**src/rtl/pc_sched_pkg.sv**
```systemverilog
// pc_sched_pkg: shared types and defaults for the multi-context PC scheduler.
// Holds the scheduler state encoding, default geometry constants and the
// helper that derives the context-id width from the context count.
package pc_sched_pkg;

  typedef enum logic {
    IDLE = 1'b0,
    RUN  = 1'b1
  } sched_state_t;

  localparam int unsigned PC_ADDR_W  = 32;
  localparam int unsigned PC_NUM_CTX = 4;
  localparam int unsigned PC_QUANTUM = 10;

  // Context-id width; a single-context build still needs one bit of id.
  function automatic int unsigned ctx_w_f(input int unsigned n);
    return (n < 2) ? 1 : $clog2(n);
  endfunction

endpackage

```
**src/rtl/rr_ctx_pick.sv**
```systemverilog
// rr_ctx_pick: combinational round-robin picker over the active-context mask.
// Searches upward from cur_id_i+1 with wrap; when excl_cur_i is set the
// current context itself is never returned (the search stops one short).
module rr_ctx_pick
  import pc_sched_pkg::*;
#(
  parameter int unsigned NUM_CTX = PC_NUM_CTX,
  parameter int unsigned CTX_W   = ctx_w_f(PC_NUM_CTX)
) (
  input  logic [NUM_CTX-1:0] active_i,
  input  logic [CTX_W-1:0]   cur_id_i,
  input  logic               excl_cur_i,
  output logic [CTX_W-1:0]   nxt_id_o,
  output logic               found_o
);

  // First active context after cur_id_i in wrap-around order.
  always_comb begin
    int unsigned idx;
    idx      = 0;
    nxt_id_o = '0;
    found_o  = 1'b0;
    for (int unsigned k = 1; k <= NUM_CTX; k++) begin
      idx = 32'(cur_id_i) + k;
      if (idx >= NUM_CTX) begin
        idx = idx - NUM_CTX;
      end
      if (!found_o && active_i[idx[CTX_W-1:0]] &&
          !(excl_cur_i && (k == NUM_CTX))) begin
        found_o  = 1'b1;
        nxt_id_o = idx[CTX_W-1:0];
      end
    end
  end

endmodule

```
**src/rtl/pc_context_sched.sv**
```systemverilog
// pc_context_sched: multi-context program counter with round-robin
// time-slice preemption. One saved PC per hardware context; the running
// context is swapped on quantum expiry or when it leaves its program.
// Optional macro PC_SCHED_STALL_SWITCH_EN: a stall in RUN with another
// context active is treated as a quantum expiry (the stalled PC is saved).
module pc_context_sched
  import pc_sched_pkg::*;
#(
  parameter  int unsigned ADDR_W  = PC_ADDR_W,
  parameter  int unsigned NUM_CTX = PC_NUM_CTX,
  parameter  int unsigned QUANTUM = PC_QUANTUM,
  localparam int unsigned CTX_W   = ctx_w_f(NUM_CTX),
  localparam int unsigned SC_W    = $clog2(QUANTUM + 1)
) (
  input  logic              CLK,
  input  logic              reset,
  input  logic              stall,
  input  logic [ADDR_W-1:0] next_addr,
  input  logic              in_program,
  input  logic              ctx_load,
  input  logic [CTX_W-1:0]  ctx_load_id,
  input  logic [ADDR_W-1:0] ctx_load_addr,
  output logic [ADDR_W-1:0] pc_out,
  output logic [CTX_W-1:0]  ctx_id,
  output logic              ctx_switch,
  output logic              running,
  output logic [SC_W-1:0]   slice_count
);

  sched_state_t      state_q;
  logic [ADDR_W-1:0] pc_q;
  logic [CTX_W-1:0]  id_q;
  logic              sw_q;
  logic              run_q;
  logic [SC_W-1:0]   sc_q;
  logic [ADDR_W-1:0] save_q [NUM_CTX];
  logic [NUM_CTX-1:0] active_q;

  logic [CTX_W-1:0]  pick_cur;
  logic              pick_excl;
  logic [CTX_W-1:0]  pick_id;
  logic              pick_found;

  logic              load_ok;
  logic              slice_end;
  logic              stall_hold;
  logic              stall_swap;
  logic              retire_go;

  // In IDLE search from NUM_CTX-1 so the lowest-numbered active context
  // wins; in RUN search after the running context and skip it.
  always_comb begin
    pick_cur  = (state_q == IDLE) ? CTX_W'(NUM_CTX - 1) : id_q;
    pick_excl = (state_q == RUN);
  end

  rr_ctx_pick #(
    .NUM_CTX (NUM_CTX),
    .CTX_W   (CTX_W)
  ) u_pick (
    .active_i   (active_q),
    .cur_id_i   (pick_cur),
    .excl_cur_i (pick_excl),
    .nxt_id_o   (pick_id),
    .found_o    (pick_found)
  );

  // Load acceptance and slice-end detection.
  always_comb begin
    load_ok   = ctx_load && (32'(ctx_load_id) < NUM_CTX) &&
                !((state_q == RUN) && (ctx_load_id == id_q));
    slice_end = (sc_q == SC_W'(QUANTUM - 1));
  end

  // Stall handling: retire outranks the stall-switch, but a plain stall
  // freezes everything including retire.
`ifdef PC_SCHED_STALL_SWITCH_EN
  always_comb begin
    retire_go  = !in_program;
    stall_swap = stall && in_program && pick_found;
    stall_hold = stall && in_program && !pick_found;
  end
`else
  always_comb begin
    retire_go  = !stall && !in_program;
    stall_swap = 1'b0;
    stall_hold = stall;
  end
`endif

  // Scheduler FSM, saved-PC file and all registered outputs.
  always_ff @(posedge CLK or posedge reset) begin
    if (reset) begin
      state_q  <= IDLE;
      pc_q     <= '0;
      id_q     <= '0;
      sw_q     <= 1'b0;
      run_q    <= 1'b0;
      sc_q     <= '0;
      active_q <= '0;
      for (int unsigned i = 0; i < NUM_CTX; i++) begin
        save_q[i] <= '0;
      end
    end else begin
      sw_q <= 1'b0;
      unique case (state_q)
        IDLE: begin
          if (pick_found) begin
            pc_q    <= save_q[pick_id];
            id_q    <= pick_id;
            sc_q    <= '0;
            sw_q    <= 1'b1;
            run_q   <= 1'b1;
            state_q <= RUN;
          end
        end
        RUN: begin
          if (stall_hold) begin
            // frozen; only loads below may take effect
          end else if (stall_swap) begin
            save_q[id_q] <= pc_q;
            pc_q         <= save_q[pick_id];
            id_q         <= pick_id;
            sc_q         <= '0;
            sw_q         <= 1'b1;
          end else if (retire_go) begin
            active_q[id_q] <= 1'b0;
            sc_q           <= '0;
            if (pick_found) begin
              pc_q <= save_q[pick_id];
              id_q <= pick_id;
              sw_q <= 1'b1;
            end else begin
              state_q <= IDLE;
              run_q   <= 1'b0;
            end
          end else if (slice_end) begin
            sc_q <= '0;
            if (pick_found) begin
              save_q[id_q] <= next_addr;
              pc_q         <= save_q[pick_id];
              id_q         <= pick_id;
              sw_q         <= 1'b1;
            end else begin
              pc_q <= next_addr;
            end
          end else begin
            pc_q <= next_addr;
            sc_q <= sc_q + SC_W'(1);
          end
        end
        default: state_q <= IDLE;
      endcase
      // A load never targets the running context in RUN, so it cannot
      // collide with the save/active updates made above.
      if (load_ok) begin
        save_q[ctx_load_id]   <= ctx_load_addr;
        active_q[ctx_load_id] <= 1'b1;
      end
    end
  end

  assign pc_out      = pc_q;
  assign ctx_id      = id_q;
  assign ctx_switch  = sw_q;
  assign running     = run_q;
  assign slice_count = sc_q;

endmodule

```
**config.mk**
```make
export PLATFORM = sky130hd
export DESIGN_NAME = pc_context_sched
export DESIGN_NICKNAME = d
export VERILOG_FILES = /design/src/rtl/pc_sched_pkg.sv /design/src/rtl/rr_ctx_pick.sv /design/src/rtl/pc_context_sched.sv
export SDC_FILE = /design/constraint.sdc
export NUM_CORES = 1
export LEC_CHECK = 0
export BUFFER_PORTS_ARGS = -buffer_cell sky130_fd_sc_hd__buf_2
export CAP_MARGIN = 20
export CORE_MARGIN = 2
export CORE_UTILIZATION = 55
export DETAILED_ROUTE_END_ITERATION = 12
export HOLD_SLACK_MARGIN = 0.05
export PLACE_DENSITY = 0.76
export RECOVER_POWER = 50
export SYNTH_ARGS = -nofsm -noshare
export SYNTH_HDL_FRONTEND = slang
export SYNTH_HIERARCHICAL = 1
export SYNTH_SLANG_ARGS = --single-unit
export TNS_END_PERCENT = 20
```
**constraint.sdc**
```tcl
create_clock -name CLK -period 12.11 [get_ports CLK]
set_clock_uncertainty 0.2 [all_clocks]
set_input_delay 0.6055 -clock CLK [delete_from_list [all_inputs] [get_ports CLK]]
set_output_delay 0.6055 -clock CLK [all_outputs]
set_load 0.1 [all_outputs]
```
### Yosys cells after proc, flatten, opt, wreduce, memory -nomap -nowiden

Cells that the tools add are included.

* output and inout port bits: 40
* memories kept: 0
* bits in latches: 0
* bits in writable memories: 0
* logic and storage cells: 145
* register bits after elaboration: 173
* memory bits (read-only): 0

* divide/modulo/power cells: 0
* reductions and logical operators: 21
* multipliers: 0
* $add $sub $neg: 9
* equality and inequality tests: 7
* multiplexer cells: 73
* order comparisons: 17
* bitwise gates (word level): 7
* shift-type cells: 0

Operators by type and width (count)
* 128-bit two-way mux: 6
* 32-bit two-way mux: 9
* 128-bit bitwise mux: 2
* 32-bit demux with 2-bit select: 2
* 32-bit binary-select mux with 2-bit select: 1
* 32-bit one-hot mux with 2 select lines: 1
* 4-bit two-way mux: 8
* 2-bit two-way mux: 13
* 1-bit two-way mux: 20
* 3-bit >= comparator, second input constant: 6
* 2-bit by 3-bit < comparator with 1-bit output, second input constant: 6
* 1-bit logical AND: 11
* 2-bit inverter with 3-bit output: 3
* 1-bit binary-select mux with 2-bit select: 4
* 4-bit one-hot mux with 2 select lines: 1
* 2-bit by 1-bit subtractor with 2-bit output, second input constant: 4
* 1-bit logical NOT: 7
* 2-bit by 2-bit adder with 3-bit output, second input constant: 2
* 3-bit by 1-bit < comparator with 1-bit output, second input constant: 2
* 2-bit inequality test, second input constant: 3
* 1-bit one-hot mux with 2 select lines: 3
* 2-bit by 3-bit adder with 4-bit output, second input constant: 1
* 4-bit by 1-bit adder with 4-bit output, second input constant: 1
* 4-bit bitwise AND: 1
* 14 further kinds: 17

### Logic depth before layout (Yosys ltp)

Gate-level depths: netlist of the first run.

* word-level depth: 26
* gate-level depth with buffers: 13
* depth with buffers taken out: 10

### Hierarchy

Netlist of the first run, hierarchy kept.

By module, submodules not included
* pc_context_sched: cells each 698, times used 1, area an instance 8593.2 um2, seq. area each 4329.2 um2
* rr_ctx_pick: cells each 28, times used 1, area an instance 187.7 um2, seq. area each 0.0 um2

### Least setup slack after synthesis of the first run

No wires, ideal clock.

* path kind: reg2reg
* start point: register id_q[0] (netlist: ctx_id[0])
* end point: register pc_q[10] (netlist: pc_out[10])
* buffers on the path: 3
* stages on the path, launching flop included: 11
* data required time: 11787 ps
* period minus slack after synthesis: 3500 ps
* library setup time: 123 ps
* path slack: 8610 ps
* data arrival time: 3177 ps
* cells stage by stage: dfrtp_1 inv_1 nand2_1 buf_6 mux2i_1 a21oi_1 a31o_1 buf_2 buf_2 mux4_2 o221a_2

* cells in the longest elaborated chain, start to end: 26
* elaborated cells on any way between the ends: 50
* classes of those cells: add/sub: 8; order compare: 4; mux: 30; bitwise: 1; reduce/logical: 7

Ends and longest elaborated chain
* start, declared: line pc_context_sched.sv:32 `logic [CTX_W-1:0] id_q;`
* start signal, assigned: line pc_context_sched.sv:110 `id_q <= pick_id;`
* start signal, assigned: line pc_context_sched.sv:123 `id_q <= pick_id;`
* start signal, assigned: line pc_context_sched.sv:131 `id_q <= pick_id;`
* 2-bit two-way mux (*): line pc_context_sched.sv:53 `pick_cur = (state_q == IDLE) ? CTX_W'(NUM_CTX - 1) : id_q;`
* via pick_cur[0]: line pc_context_sched.sv:39 `logic [CTX_W-1:0] pick_cur;`
* 2-bit by 1-bit adder with 3-bit output: line rr_ctx_pick.sv:24 `idx = 32'(cur_id_i) + k;`
* 3-bit >= comparator / 2-bit by 1-bit subtractor with 2-bit output (equally long branches): line rr_ctx_pick.sv:25, rr_ctx_pick.sv:26
* 2-bit two-way mux: line rr_ctx_pick.sv:25 `if (idx >= NUM_CTX) begin`
* 1-bit binary-select mux with 2-bit select: line rr_ctx_pick.sv:28 `if (!found_o && active_i[idx[CTX_W-1:0]] &&`
* 1-bit two-way mux (implied by the code): line rr_ctx_pick.sv:28
* 1-bit two-way mux: line rr_ctx_pick.sv:28
* (+10 left out)
* via pick_id[0]: line pc_context_sched.sv:41 `logic [CTX_W-1:0] pick_id;`
* 2-bit inverter with 3-bit output (implied by the code) (*): line pc_context_sched.sv:109, pc_context_sched.sv:130, pc_context_sched.sv:141
* 32-bit binary-select mux with 2-bit select (*): line pc_context_sched.sv:109, pc_context_sched.sv:130, pc_context_sched.sv:141
* 32-bit two-way mux (implied by the code) (*) (2 in a row): line pc_context_sched.sv:109, pc_context_sched.sv:130, pc_context_sched.sv:141
* 32-bit two-way mux: line pc_context_sched.sv:139 `if (pick_found) begin`
* 32-bit two-way mux: line pc_context_sched.sv:137 `end else if (slice_end) begin`
* 32-bit two-way mux: line pc_context_sched.sv:126 `end else if (retire_go) begin`
* 32-bit two-way mux: line pc_context_sched.sv:118 `if (stall_hold) begin`
* 32-bit one-hot mux with 2 select lines (*): line pc_context_sched.sv:106 `unique case (state_q)`
* end signal, assigned: line pc_context_sched.sv:109 `pc_q <= save_q[pick_id];`
* end signal, assigned: line pc_context_sched.sv:122 `pc_q <= save_q[pick_id];`
* end signal, assigned: line pc_context_sched.sv:130 `pc_q <= save_q[pick_id];`
* end, declared: line pc_context_sched.sv:31 `logic [ADDR_W-1:0] pc_q;`

The timed path passes the listed nets; every way through them passes the cells marked *. The select of a mux whose other input is x is not followed.
A chain may end at the register's enable or synchronous reset.

==> results of run 1 <==
## worst paths after layout
path | startpoint | slack [ps] | to | depth (start not counted)
max | reset | 5250 | pc_out[25]$_DFFE_PP0N_ | 4
min | save_q[113]$_DFF_PP0_ | 290 | save_q[113]$_DFF_PP0_ | 1
max reg2reg | pick_excl$_DFF_PP0_ | 7670 | save_q[32]$_DFF_PP0_ | 10
min reg2reg | save_q[113]$_DFF_PP0_ | 290 | save_q[113]$_DFF_PP0_ | 1
max in group CLK | pick_excl$_DFF_PP0_ | 7670 | save_q[32]$_DFF_PP0_ | 10
min in group asynchronous | reset | 1230 | pc_out[7]$_DFFE_PP0N_ | 2
## cell type report
type                    count  area [sq um]
clock buffers              24           482
well taps                 216           270
multi-input cells         475          4060
repair buffers            126           656
flip-flops and latches    173          4330
fillers                  1264          5900
clock inverters             6          38.8
inverters                   9          35.0
## worst max-delay path: cells and delay by family
kind	cells	cell delay, ps
buffers and inverters	4	5670
## metrics by stage
step / worst slack [ps] / hold slack [ps]
after global routing: 3880 / 300
after global placement: 8000 / 268
after floorplan: 6620 / 259
final: 5250 / 290
after CTS: 7750 / 196
after detailed placement: 7790 / 280
## power groups by stage
stage | combinational, W | sequential, W | clock [W]
3_5_place_dp | 0.00136 | 0.00101 | 0
6_report | 0.00136 | 0.00102 | 0.000494
2_1_floorplan | 0.000752 | 0.00134 | 0
3_3_place_gp | 0.00133 | 0.00100 | 0
5_1_grt | 0.00144 | 0.00104 | 0.000526
4_1_cts | 0.00136 | 0.00101 | 0.000499
## cells by family (layout without fill, tap and decap cells)
group | after synthesis | count (layout)
buffers and inverters | 78 | 165
and+or+nand+nor | 181 | 181
AOI/OAI and AO/OA | 256 | 256
muxes | 36 | 36
adders and majority gates | 2 | 2
DFF | 173 | 173
## registers in the layout, summed over array words and instances (netlist names)
register and flops:
save_q 128, pc_out 32, active_q 4, slice_count 4, ctx_id 2, ctx_switch 1, pick_excl 1, running 1
## metal layers
layer  vias up  global-route usage [%]  wire length [microns]
li1       3012                       -                      -
met1      3556                    40.1                  10100
met2       357                    44.5                  11500
met3        56                    5.62                   1600
met4         0                    12.3                    614
met5         -                       0                      0
## placed cells by master, fill, tap and decap left out, types with 8 or more instances in the layout
cell type | netlist | routed
sky130_fd_sc_hd__a21oi_1 | 36 | 36
sky130_fd_sc_hd__buf_2 | 31 | 94
sky130_fd_sc_hd__buf_4 | 7 | 13
sky130_fd_sc_hd__clkbuf_1 | 23 | 22
sky130_fd_sc_hd__clkbuf_16 | 0 | 17
sky130_fd_sc_hd__dfrtp_1 | 173 | 173
sky130_fd_sc_hd__inv_1 | 9 | 8
sky130_fd_sc_hd__mux4_2 | 32 | 32
sky130_fd_sc_hd__nand2_1 | 17 | 17
sky130_fd_sc_hd__nand2b_1 | 37 | 37
sky130_fd_sc_hd__nor2_1 | 38 | 36
sky130_fd_sc_hd__o21a_1 | 33 | 33
sky130_fd_sc_hd__o221a_2 | 89 | 89
sky130_fd_sc_hd__o22a_1 | 32 | 32
sky130_fd_sc_hd__o22ai_1 | 33 | 33
sky130_fd_sc_hd__or3_1 | 65 | 65
==> results by stage, run 1 <==
Status:
- The run finished, with violations left.
- The checks that failed: max-capacitance violations, max-slew violations.

Setup path:
- STA puts the critical path data required time at about 12000 ps.
- The delay of the slowest critical-path stage is 2630 ps.
- The slowest stage of the critical path is the sky130_fd_sc_hd__clkbuf_1 cell.
- The setup path with the least slack is of type in2async.
- The critical path launch point type is a primary input.
- The most frequent cell on the critical path is sky130_fd_sc_hd__clkbuf_1.
- The maximum fanout along the worst path is 93.
- The worst endpoint data arrival time is 6350 ps.
- The worst setup path is captured at an async pin.
- Walking the worst path, the cells encountered are buf_2 -> clkinvlp_2 -> clkbuf_1 -> clkbuf_1.

Placed design:
- Once placement completed, the tool counted placed cells totaling roughly 1000.
- Detailed placement finished with a half-perimeter wire length of 14700 microns.
- Port buffering added 110 buffers.
- The weighted congestion reported at the end of routability-driven placement is between 0.8 and 0.9.
- The post-detailed-placement cell area is between 9000 and 10000 sq um.

Yosys:
- For this run, asynchronously set or reset flops after synthesis account for 100%.
- The largest area contributor in the netlist is sky130_fd_sc_hd__dfrtp_1.
- In this run the cell area of the synthesized design comes to just under 9000 sq um.
- Counting every net in the synthesized netlist gives 799.
- The count of synthesis-stage warnings from yosys is 6.
- The synthesized netlist devotes 0.285% of its cell area to adder and majority cells.
- The number of enable flip-flop cells after synthesis is 0.
- The share of synthesized cell area in and, or, nand and nor gates is 12.1%.
- Of the synthesized area, sequential elements account for 49.3%.
- The count of cell types in the netlist is 53.
- The most instantiated library cell after synthesis is sky130_fd_sc_hd__dfrtp_1.
- The commonest cells after synthesis are 173 x sky130_fd_sc_hd__dfrtp_1, 89 x sky130_fd_sc_hd__o221a_2, 65 x sky130_fd_sc_hd__or3_1.
- The most used flip-flop cell after synthesis is sky130_fd_sc_hd__dfrtp_1.
- The multiplexer share of the synthesized area is 8.71%.
- By area the synthesized netlist is led by sky130_fd_sc_hd__dfrtp_1 49%, sky130_fd_sc_hd__o221a_2 11%, sky130_fd_sc_hd__mux4_2 8.2%, sky130_fd_sc_hd__or3_1 4.6%, sky130_fd_sc_hd__o22a_1 3.2%.
- Summing the areas of all compound-gate instances in the mapped netlist gives 24.9% of the synthesized area.
- The average instance in the mapped netlist occupies about 12 sq um.
- The combinational family with the most area after synthesis is compound AO/OA/AOI/OAI gates.
- Counting flops and latches in the post-synthesis netlist gives 173.
- In the synthesized netlist, the number of instances is 726.
- Summing the areas of all xor and xnor instances in the mapped netlist gives 0% of the synthesized area.
- Summed over its instances, the top area cell type makes up 49.3% of the synthesized netlist area.

Clocking:
- The post-cts repair resize count is 0.
- The post-cts hold buffer count is 0.
- The number of setup buffers added after CTS is 0.
- The TritonCTS clock tree is built.
- The clock passes through at most 2 buffers.
- Clock-pin slew was measured on the worst setup and hold paths at 60 ps.
- The clock net sink count is 173.
- The number of H-tree levels is 4.
- The cell at the root of the clock tree is sky130_fd_sc_hd__clkbuf_16.
- The number of clock buffers inserted by TritonCTS is 17.
- The clock latency on the worst-skew pair is approximately 430 ps.

Route:
- For this block, the initial DRC count from the detailed router was 634.
- Once detail routing completed, the nets flagged for antenna violations numbered 0.
- The total via count in the routed design is 6981.
- The remaining design rule violation count is 0.
- The first-pass iteration count of the detailed router is 5.
- The routed design has 23800 microns of wire.
- Dividing the detail-routed wire length by the instance count gives approximately 23 microns.
- In the routed layout, each cell is associated on average with a via count of 6.78.

Finish:
- The finished cells cover 9870 sq um.
- Cells fill 62.6% of the core in the end.
- Compared with the post-synthesis result, the final layout area differs by 12.4%.
- The net count of the finished layout is approximately 880.
- The share of final-layout standard cells stronger than drive strength 1 is ~34%.
- 0 antenna diodes ended up in the layout.
- The number of non-filler instances in the completed layout is slightly above 1000.

GRT:
- The wire length of the first global-routing pass is 37200 microns.
- The number of global-route vias before repair came to roughly 6800.
- The largest net degree at the start of global routing is 94.
- The total global routing track utilization is 28.7%.
- The initial antenna violation count was 0.
- The final global-route overflow total is 0.

STA:
- The final number of max-transition violations came to 164.
- Setup repair after global routing left no endpoint under its margin.
- The headroom to the max-slew limit is -176%.
- The final-layout setup total negative slack is 0 ps.
- The worst path needs 6860 ps of the cycle, external delays included.
- Based on the critical path, the design can be clocked at up to 146 MHz.
- The number of endpoints with negative hold slack in the final report is 0.
- At the pin with the least slew margin, the transition time is 4120 ps.
- The final worst-path cycle share is between 50 and 60%.
- Setup violations remaining at the end of the flow were counted as 0.

Power:
- The combinational cell fraction of total power is between 40% and 50%.
- The fraction of power spent switching nets is 42.6%.
- Dividing total power by cell area gives a power density of 291 nW/um^2.
- In this run, the clock network consumes 17.2% of the power.
- The switching power total is roughly 0.0012 W.
- The cell leakage power is between 3 and 4 nW.
- The total chip power is 0.00288 W.
- The internal portion of the total power is 0.00165 W.
- The worst-case vdd ir drop is 205 uV.
- Sequential cells burn 35.4% of the power.

Floorplan:
- The vertical extent of the die is 130 microns.
- The floorplan step defined a core boundary enclosing 15800 sq um.
- The die footprint is 17000 sq um.
- The number of placement rows is 46.
- The die boundary width is about 130 microns.
- The starting density of the core is 55.7%.
- For this design the top-level I/O count stands at 111.

Min path:
- The type of the worst min-delay path is reg2reg.

Job:
- Max-cap violations in this run came to 2.
Power figures use the tool's default switching activity.
==> run 2: changes to the inputs <==
==> constraint.sdc (replaced) <==
create_clock -name CLK -period 7 [get_ports CLK]
set_clock_uncertainty 0.2 [all_clocks]
set_input_delay 0.35 -clock CLK [delete_from_list [all_inputs] [get_ports CLK]]
set_output_delay 0.35 -clock CLK [all_outputs]
set_load 0.1 [all_outputs]
==> results by stage, run 2 (synthesized netlist as in run 1, its figures left out) <==
Status:
- The flow ran to the end, but the final reports show violations.
- The final reports fail on max-capacitance violations, max-slew violations.

Finish:
- The final design utilization is a little under two thirds.
- The number of nets in the finished design is 894.
- Leaving out fill and tap cells, the most frequent cell in the layout is sky130_fd_sc_hd__dfrtp_1.
- The share of final-layout standard cells stronger than drive strength 1 is 30.2%.
- The layout filler cell count is 1221.
- The number of antenna diodes in the final layout is 0.
- Once layout is complete, the cells apart from fillers number 1046.
- The register with the most flip-flops in the layout has ~130 of them.
- The largest register by flop count is save_q.
- The library cells used most frequently in the layout, excluding fill and tap cells, are 173 x sky130_fd_sc_hd__dfrtp_1, 89 x sky130_fd_sc_hd__o221a_2, 70 x sky130_fd_sc_hd__buf_2, 65 x sky130_fd_sc_hd__or3_1, 42 x sky130_fd_sc_hd__clkbuf_1.
- Relative to the synthesized area, the layout overhead comes to 14.8%.

Setup path:
- The worst setup path category is reg2reg.
- STA classifies the critical path startpoint as a flip-flop.
- The kind of capture point of the worst setup path is a flip-flop.
- The maximum fanout along the worst path is 33.
- STA puts the critical path data arrival time at 4650 ps.
- Data on the critical path is required at its endpoint by 7170 ps.

GRT:
- The number of global-route vias before repair came to slightly below 7000.
- The largest net degree at the start of global routing is 94.
- The total global routing track utilization is 28.7%.
- The final global-route overflow total is 0.
- The first global-routing pass estimated 37000 microns of wire.
- The initial antenna violation count is 0.

Floorplan:
- The starting density of the core is 55.7%.
- The die covers 17000 sq um.
- The number of placed I/O pins is 111.
- In this run the standard cell core region covers 15800 sq um.
- In this run the core area contains 46 standard-cell rows.
- The vertical extent of the die is 130 microns.
- The die is 130 microns wide.

STA:
- In this run the tightest slew margin relative to its limit is -169%.
- Setup repair after global routing left no endpoint under its margin.
- The final-layout setup total negative slack is 0 ps.
- The final number of max-transition violations came to 94.
- Dividing the final minimum period by the clock period gives 64.0%.
- Hold timing on the final database bottoms out at a slack of 66.5 ps.
- Static timing analysis puts the maximum clock frequency at roughly 220 MHz.
- At the pin with the least slew margin, the transition time is 4010 ps.
- The number of setup violations in the final report is 0.
- The number of endpoints with negative hold slack in the final report was 0.
- The clock period minus final worst setup slack is 4480 ps.

Min path:
- In this run the worst hold path is classified as in2reg.

Power:
- VDD sags by at most 342 uV.
- Power spread over the standard cell area amounts to around 500 nW/um^2.
- The design draws 0.00502 W.
- The cell leakage power is 3.81 nW.

Clocking:
- For this design, the sink count on the clock tree is roughly 170.
- The number of post-CTS setup repair buffers is 0.
- The later pin in the worst-skew pair is clocked with a latency of 430 ps.
- The number of H-tree levels is 4.
- CTS placed an instance of sky130_fd_sc_hd__clkbuf_16 at the clock tree root.
- TritonCTS built the clock tree.
- Clock-pin slew was measured on the worst setup and hold paths at 60 ps.
- In this run the deepest clock path goes through 2 buffers.
- Counting the buffers created by CTS gives 17.

Route:
- In this run the remaining antenna-violating nets after routing total 0.
- The average wire length per cell after detail routing is 22.9 microns.
- The first TritonRoute pass finished after 5 iterations.
- The vias per cell is about 6.7.
- For this run, design rule violations remaining after detail routing come to 0.
- The aggregate routed wire length is between 20000 and 25000 microns.
- The total via count in the routed design is approximately 7000.
- The number of violations reported at the end of detailed-routing iteration 0 is 737.

Placed design:
- The estimated wirelength of the detail-placed design is 14600 microns.
- After detailed placement, the design holds a cell count of 997.
- The count of input and output buffers is between 100 and 150.
- At the end of routability-driven placement, the weighted congestion stood at 0.889.

Job:
- The total of max-cap violations is 1.
## run 2: cell count changes in the layout (fill, tap and decap cells not counted), sizes merged
cell         delta
dlygate4sd3    +20
bufinv          +2
buf            -24
clkbuf         +20
clkinvlp        -1
## run 2: critical path: stages, from the launching register on
cell and delay (ps):
sky130_fd_sc_hd__dfrtp_1 590, sky130_fd_sc_hd__nand2b_1 410, sky130_fd_sc_hd__nor2b_2 300, sky130_fd_sc_hd__o21ai_1 140
sky130_fd_sc_hd__o21ai_1 120, sky130_fd_sc_hd__nand2_1 230, sky130_fd_sc_hd__and4b_1 450, sky130_fd_sc_hd__nand3_2 720
sky130_fd_sc_hd__o21ai_2 630, sky130_fd_sc_hd__buf_4 370, sky130_fd_sc_hd__o221a_2 230
## run 2: path summary, 6_finish.rpt
check	start	endpoint	slack, ps	cells after the start
max	pick_excl$_DFF_PP0_	save_q[50]$_DFF_PP0_	2520	10
min	next_addr[26]	save_q[90]$_DFF_PP0_	70	3
max reg2reg	pick_excl$_DFF_PP0_	save_q[50]$_DFF_PP0_	2520	10
min reg2reg	save_q[113]$_DFF_PP0_	save_q[113]$_DFF_PP0_	290	1
max in group asynchronous	reset	pc_out[31]$_DFFE_PP0N_	2990	5
min in group asynchronous	reset	pc_out[7]$_DFFE_PP0N_	1490	3
## run 2: metal layers
metal	GRT usage (%)	wire (microns)	share of wire, %	vias up
li1	-	-	-	3056
met5	0	0	0	-
met1	40.2	10300	43	3532
met4	11.9	497	2.1	0
met2	44.9	11500	48	370
met3	5.00	1630	6.8	45
## run 2: repair_timing
action | 4_1_cts | 5_1_grt
gates resized for setup | 0 | 0
hold buffers | 20 | 0
hold endpoints to repair | 111 | 0
## run 2: per-stage QoR
| stage | worst slack (ps) | cell area (sq um) |
|---|---|---|
| final | 2520 | 10100 |
| after CTS | 2610 | 10100 |
| after detailed placement | 2660 | 9350 |
| after global placement | 2890 | 9350 |
| after floorplan | 1760 | 8780 |
| after global routing | 2270 | 10100 |
## run 2: layout make-up
class | count | area (sq um) | area share, %
Clock buffer | 21 | 470 | 4.66
Clock inverter | 7 | 91.3 | 0.906
Inverter | 9 | 35.0 | 0.347
Multi-Input combinational cell | 475 | 4060 | 40.2
Sequential cell | 173 | 4330 | 42.9
Tap cell | 216 | 270 | 2.68
Timing Repair Buffer | 145 | 830 | 8.23
## run 2: power by group
group,leakage (nW),internal [W],switching [W]
combinational,1.67,0.000913,0.00142
clock,0.277,0.000544,0.000382
sequential,1.86,0.00145,0.000310
total,3.81,0.00290,0.00212
==> run 3: changes to the inputs <==
--- a/config.mk
+++ b/config.mk
@@ -8,10 +8,10 @@
 export BUFFER_PORTS_ARGS = -buffer_cell sky130_fd_sc_hd__buf_2
 export CAP_MARGIN = 20
 export CORE_MARGIN = 2
-export CORE_UTILIZATION = 55
+export CORE_UTILIZATION = 53
 export DETAILED_ROUTE_END_ITERATION = 12
 export HOLD_SLACK_MARGIN = 0.05
-export PLACE_DENSITY = 0.76
+export PLACE_DENSITY = 0.77
 export RECOVER_POWER = 50
 export SYNTH_ARGS = -nofsm -noshare
 export SYNTH_HDL_FRONTEND = slang
==> constraint.sdc (replaced) <==
create_clock -name CLK -period 4.02 [get_ports CLK]
set_clock_uncertainty 0.2 [all_clocks]
set_input_delay 0.201 -clock CLK [delete_from_list [all_inputs] [get_ports CLK]]
set_output_delay 0.201 -clock CLK [all_outputs]
set_load 0.1 [all_outputs]
==> results by stage, run 3 (synthesized netlist as in run 1, its figures left out) <==
Status:
- The flow ran to the end, but the final reports show violations.
- The final reports fail on max-capacitance violations, max-slew violations.

Placed design:
- Once detailed placement completed, the half-perimeter wirelength came to 16100 microns.
- Port buffering added 110 buffers.
- The weighted congestion reported at the end of routability-driven placement is 0.900.

Power:
- The areal power density over the cells is 816 nW/um^2.
- For this design the total switching power over the nets is about 0.0038 W.
- The worst-case vdd ir drop is between 500 and 600 uV.
- The cell leakage power is 4.27 nW.
- The part of the total power dissipated in the clock network is roughly 18%.
- Of the total power, the share spent switching nets is 42.6%.
- Of the total power, combinational logic draws about 48%.
- Sequential cells burn 34.1% of the power.
- The internal power of the cells totals between 0.005 and 0.006 W.

Setup path:
- The signal on the critical path passes through inv_1 -> nand2_1 -> mux2i_1 -> a21oi_1 -> o21ai_1 -> nand2_1 -> and4b_2 -> nand3_2 -> o21ai_4 -> buf_4 -> o221a_2 -> dlygate4sd3_1.
- The cell that appears most often on the critical path is sky130_fd_sc_hd__nand2_1.
- The endpoint of the worst-slack reg-to-reg timing path is save_q[54]$_DFF_PP0_.
- The library cell contributing the largest single delay on the critical path is sky130_fd_sc_hd__dlygate4sd3_1.
- The total buffers and inverters traversed by the critical path is 3.
- Across all register-to-register paths, the minimum setup slack is roughly 200 ps.
- The delay of the slowest critical-path stage is 540 ps.
- For the worst setup path, the data arrival time is 4000 ps.
- The maximum fanout along the worst path is 15.
- The reg-to-reg startpoint is ctx_id[0]$_DFFE_PP0P_.
- The worst setup path category is reg2reg.
- The family with the most delay on the worst path is buffers and inverters.
- STA puts the critical path data required time at 4190 ps.
- STA classifies the critical path startpoint as a flip-flop.
- The kind of capture point of the worst setup path is a flip-flop.
- Measured in cells, the most critical reg-to-reg path has a length of 12.

STA:
- For the final routed database, the setup TNS stands at 0 ps.
- The number of setup violations in the final report is 0.
- The headroom to the max-slew limit is -26.1%.
- Setup repair after global routing left no endpoint under its margin.
- At the pin with the least slew margin, the transition time is ~1900 ps.
- The upper clock frequency limit is about 260 MHz.
- The final number of max-transition violations is about 120.
- The final worst-path cycle share is 95.1%.
- The number of endpoints with negative hold slack in the final report is 0.
- The clock period minus final worst setup slack is 3820 ps.
- Hold timing on the final database bottoms out at a slack of 124 ps.

Route:
- After detailed routing, the average wire length per cell comes to 24.0 microns.
- The total via count in the routed design is 7765.
- After detailed routing, the total wire length is 27500 microns.
- The vias per cell is 6.78.
- The first routing iteration left 1025 violations.
- The remaining design rule violation count is 0.
- The post-route antenna net violation count is 0.
- The first-pass iteration count of the detailed router is 5.

Clocking:
- The clock drives 173 sinks.
- The number of clock buffers inserted by TritonCTS is 17.
- The number of H-tree levels is 4.
- Clock latency on the worst-skew pair, taken at its later pin, is 430 ps.
- The TritonCTS clock tree is built.
- The cell at the root of the clock tree is sky130_fd_sc_hd__clkbuf_16.
- The longest clock path from root to sink contains 2 buffers.
- The clock slew at the register clock pins of the worst setup and hold paths is 60 ps.

Floorplan:
- The number of placement rows is 47.
- The initial utilization of the core area, before any placement, comes to between 50% and 60%.
- After floorplanning, the core was sized to cover 16400 sq um.
- The number of placed I/O pins is 111.
- The vertical extent of the die is 133 microns.
- The die is 133 microns wide.
- The floorplan step defined a die boundary enclosing around 18000 sq um.

Finish:
- The most common cell after layout, fill and taps aside is sky130_fd_sc_hd__dfrtp_1.
- The layout overhead on the synthesized area is 25.5%.
- Counting flops per register, the top entry is save_q.
- The post-route netlist has between 20% and 30% of its cells at a drive strength greater than 1.
- For this run, the post-layout net count is just under 1000.
- The number of antenna diodes in the final layout is 0.
- The top cell types in the final layout, fill and taps aside, are 173 x sky130_fd_sc_hd__dfrtp_1, 102 x sky130_fd_sc_hd__dlygate4sd3_1, 89 x sky130_fd_sc_hd__o221a_2, 74 x sky130_fd_sc_hd__buf_2, 65 x sky130_fd_sc_hd__or3_1.
- The register with the most flip-flops in the layout has approximately 130 of them.

Min path:
- The cell depth of the worst hold path is 4.
- In this run the most critical hold path is launched from stall.
- For hold timing, the worst endpoint is running$_DFFE_PP0P_.
- The type of the worst min-delay path is in2reg.

GRT:
- The first global-routing pass estimated 43900 microns of wire.
- In the global route stage, overall resource usage came out at 32.0%.
- The number of global-route vias before repair is 8143.
- The initial antenna violation count came to 0.
- Entering global routing, the biggest net connects 85 pins.
- For this run the aggregate overflow at the end of global routing stands at 0.

Job:
- Across the run, the number of max-cap violations was 2.
## run 3: cell types whose count changed in the layout (fill, tap and decap cells not counted), sizes merged
cell,delta
dlygate4sd3,+82
clkinvlp,+1
inv,+1
buf,+16
clkinv,-3
bufinv,-1
## run 3: power by group through the flow
stage          clock network (W)  registers [W]  logic, W
4_1_cts                  0.00160        0.00302   0.00434
6_report                 0.00159        0.00306   0.00434
3_5_place_dp                   0        0.00303   0.00422
3_3_place_gp                   0        0.00297   0.00412
5_1_grt                  0.00167        0.00313   0.00455
2_1_floorplan                  0        0.00404   0.00227
## run 3: timing repair
| action | in CTS | in global routing |
|---|---|---|
| gates resized for setup | 0 | 4 |
| endpoints found under the hold margin | 199 | 0 |
| setup endpoints to repair | 0 | 20 |
| hold buffers | 102 | 0 |
| buffers inserted | 0 | 0 |
## run 3: tightest hold or removal path: stages
cell and delay [ps]:
sky130_fd_sc_hd__buf_2 160, sky130_fd_sc_hd__or3_1 240, sky130_fd_sc_hd__nand2_1 70, sky130_fd_sc_hd__nand2_1 50
## run 3: layer usage
| metal | routed length [microns] | up-vias | part of all wire, % | track usage (%) |
|---|---|---|---|---|
| met4 | 712 | 0 | 2.6 | 13.0 |
| met5 | 0 | - | 0 | 0 |
| li1 | - | 3252 | - | - |
| met1 | 10700 | 3891 | 39 | 42.2 |
| met3 | 2510 | 83 | 9.1 | 7.47 |
| met2 | 13600 | 539 | 49 | 51.6 |
## run 3: per-stage QoR
| stage | std cells | util, % | worst slack (ps) | total power, W | area [sq um] |
|---|---|---|---|---|---|
| floorplan | 726 | - | 520 | 0.00631 | 8780 |
| global placement | 1015 | 57.9 | 736 | 0.00709 | 9510 |
| detailed placement | 1015 | 57.9 | 571 | 0.00725 | 9510 |
| CTS | 1146 | 67.5 | 48.2 | 0.00895 | 11100 |
| global route | 1146 | 67.2 | 31.7 | 0.00935 | 11000 |
| finish | 1146 | 67.2 | 195 | 0.00899 | 11000 |
## run 3: worst max path at each step
stage / start / end / slack [ps] / cells after the start
2_1_floorplan: ctx_id[0]$_DFFE_PP0P_ / pc_out[10]$_DFFE_PP0N_ / 520 / 10
3_3_place_gp: ctx_id[1]$_DFFE_PP0P_ / pc_out[2]$_DFFE_PP0N_ / 740 / 8
3_5_place_dp: ctx_id[1]$_DFFE_PP0P_ / pc_out[4]$_DFFE_PP0N_ / 570 / 8
4_1_cts: pick_excl$_DFF_PP0_ / save_q[54]$_DFF_PP0_ / 50 / 11
5_1_grt: reset / save_q[95]$_DFF_PP0_ / 30 / 4
6_report: ctx_id[0]$_DFFE_PP0P_ / save_q[54]$_DFF_PP0_ / 200 / 12
## run 3: layout make-up
type	instances	area (sq um)
fill	1159	5390
sequential	173	4330
multi-input combinational	475	4070
timing repair buffer	240	1760
clock buffer	24	492
tap	220	275
clock inverter	5	58.8
inverter	9	35.0
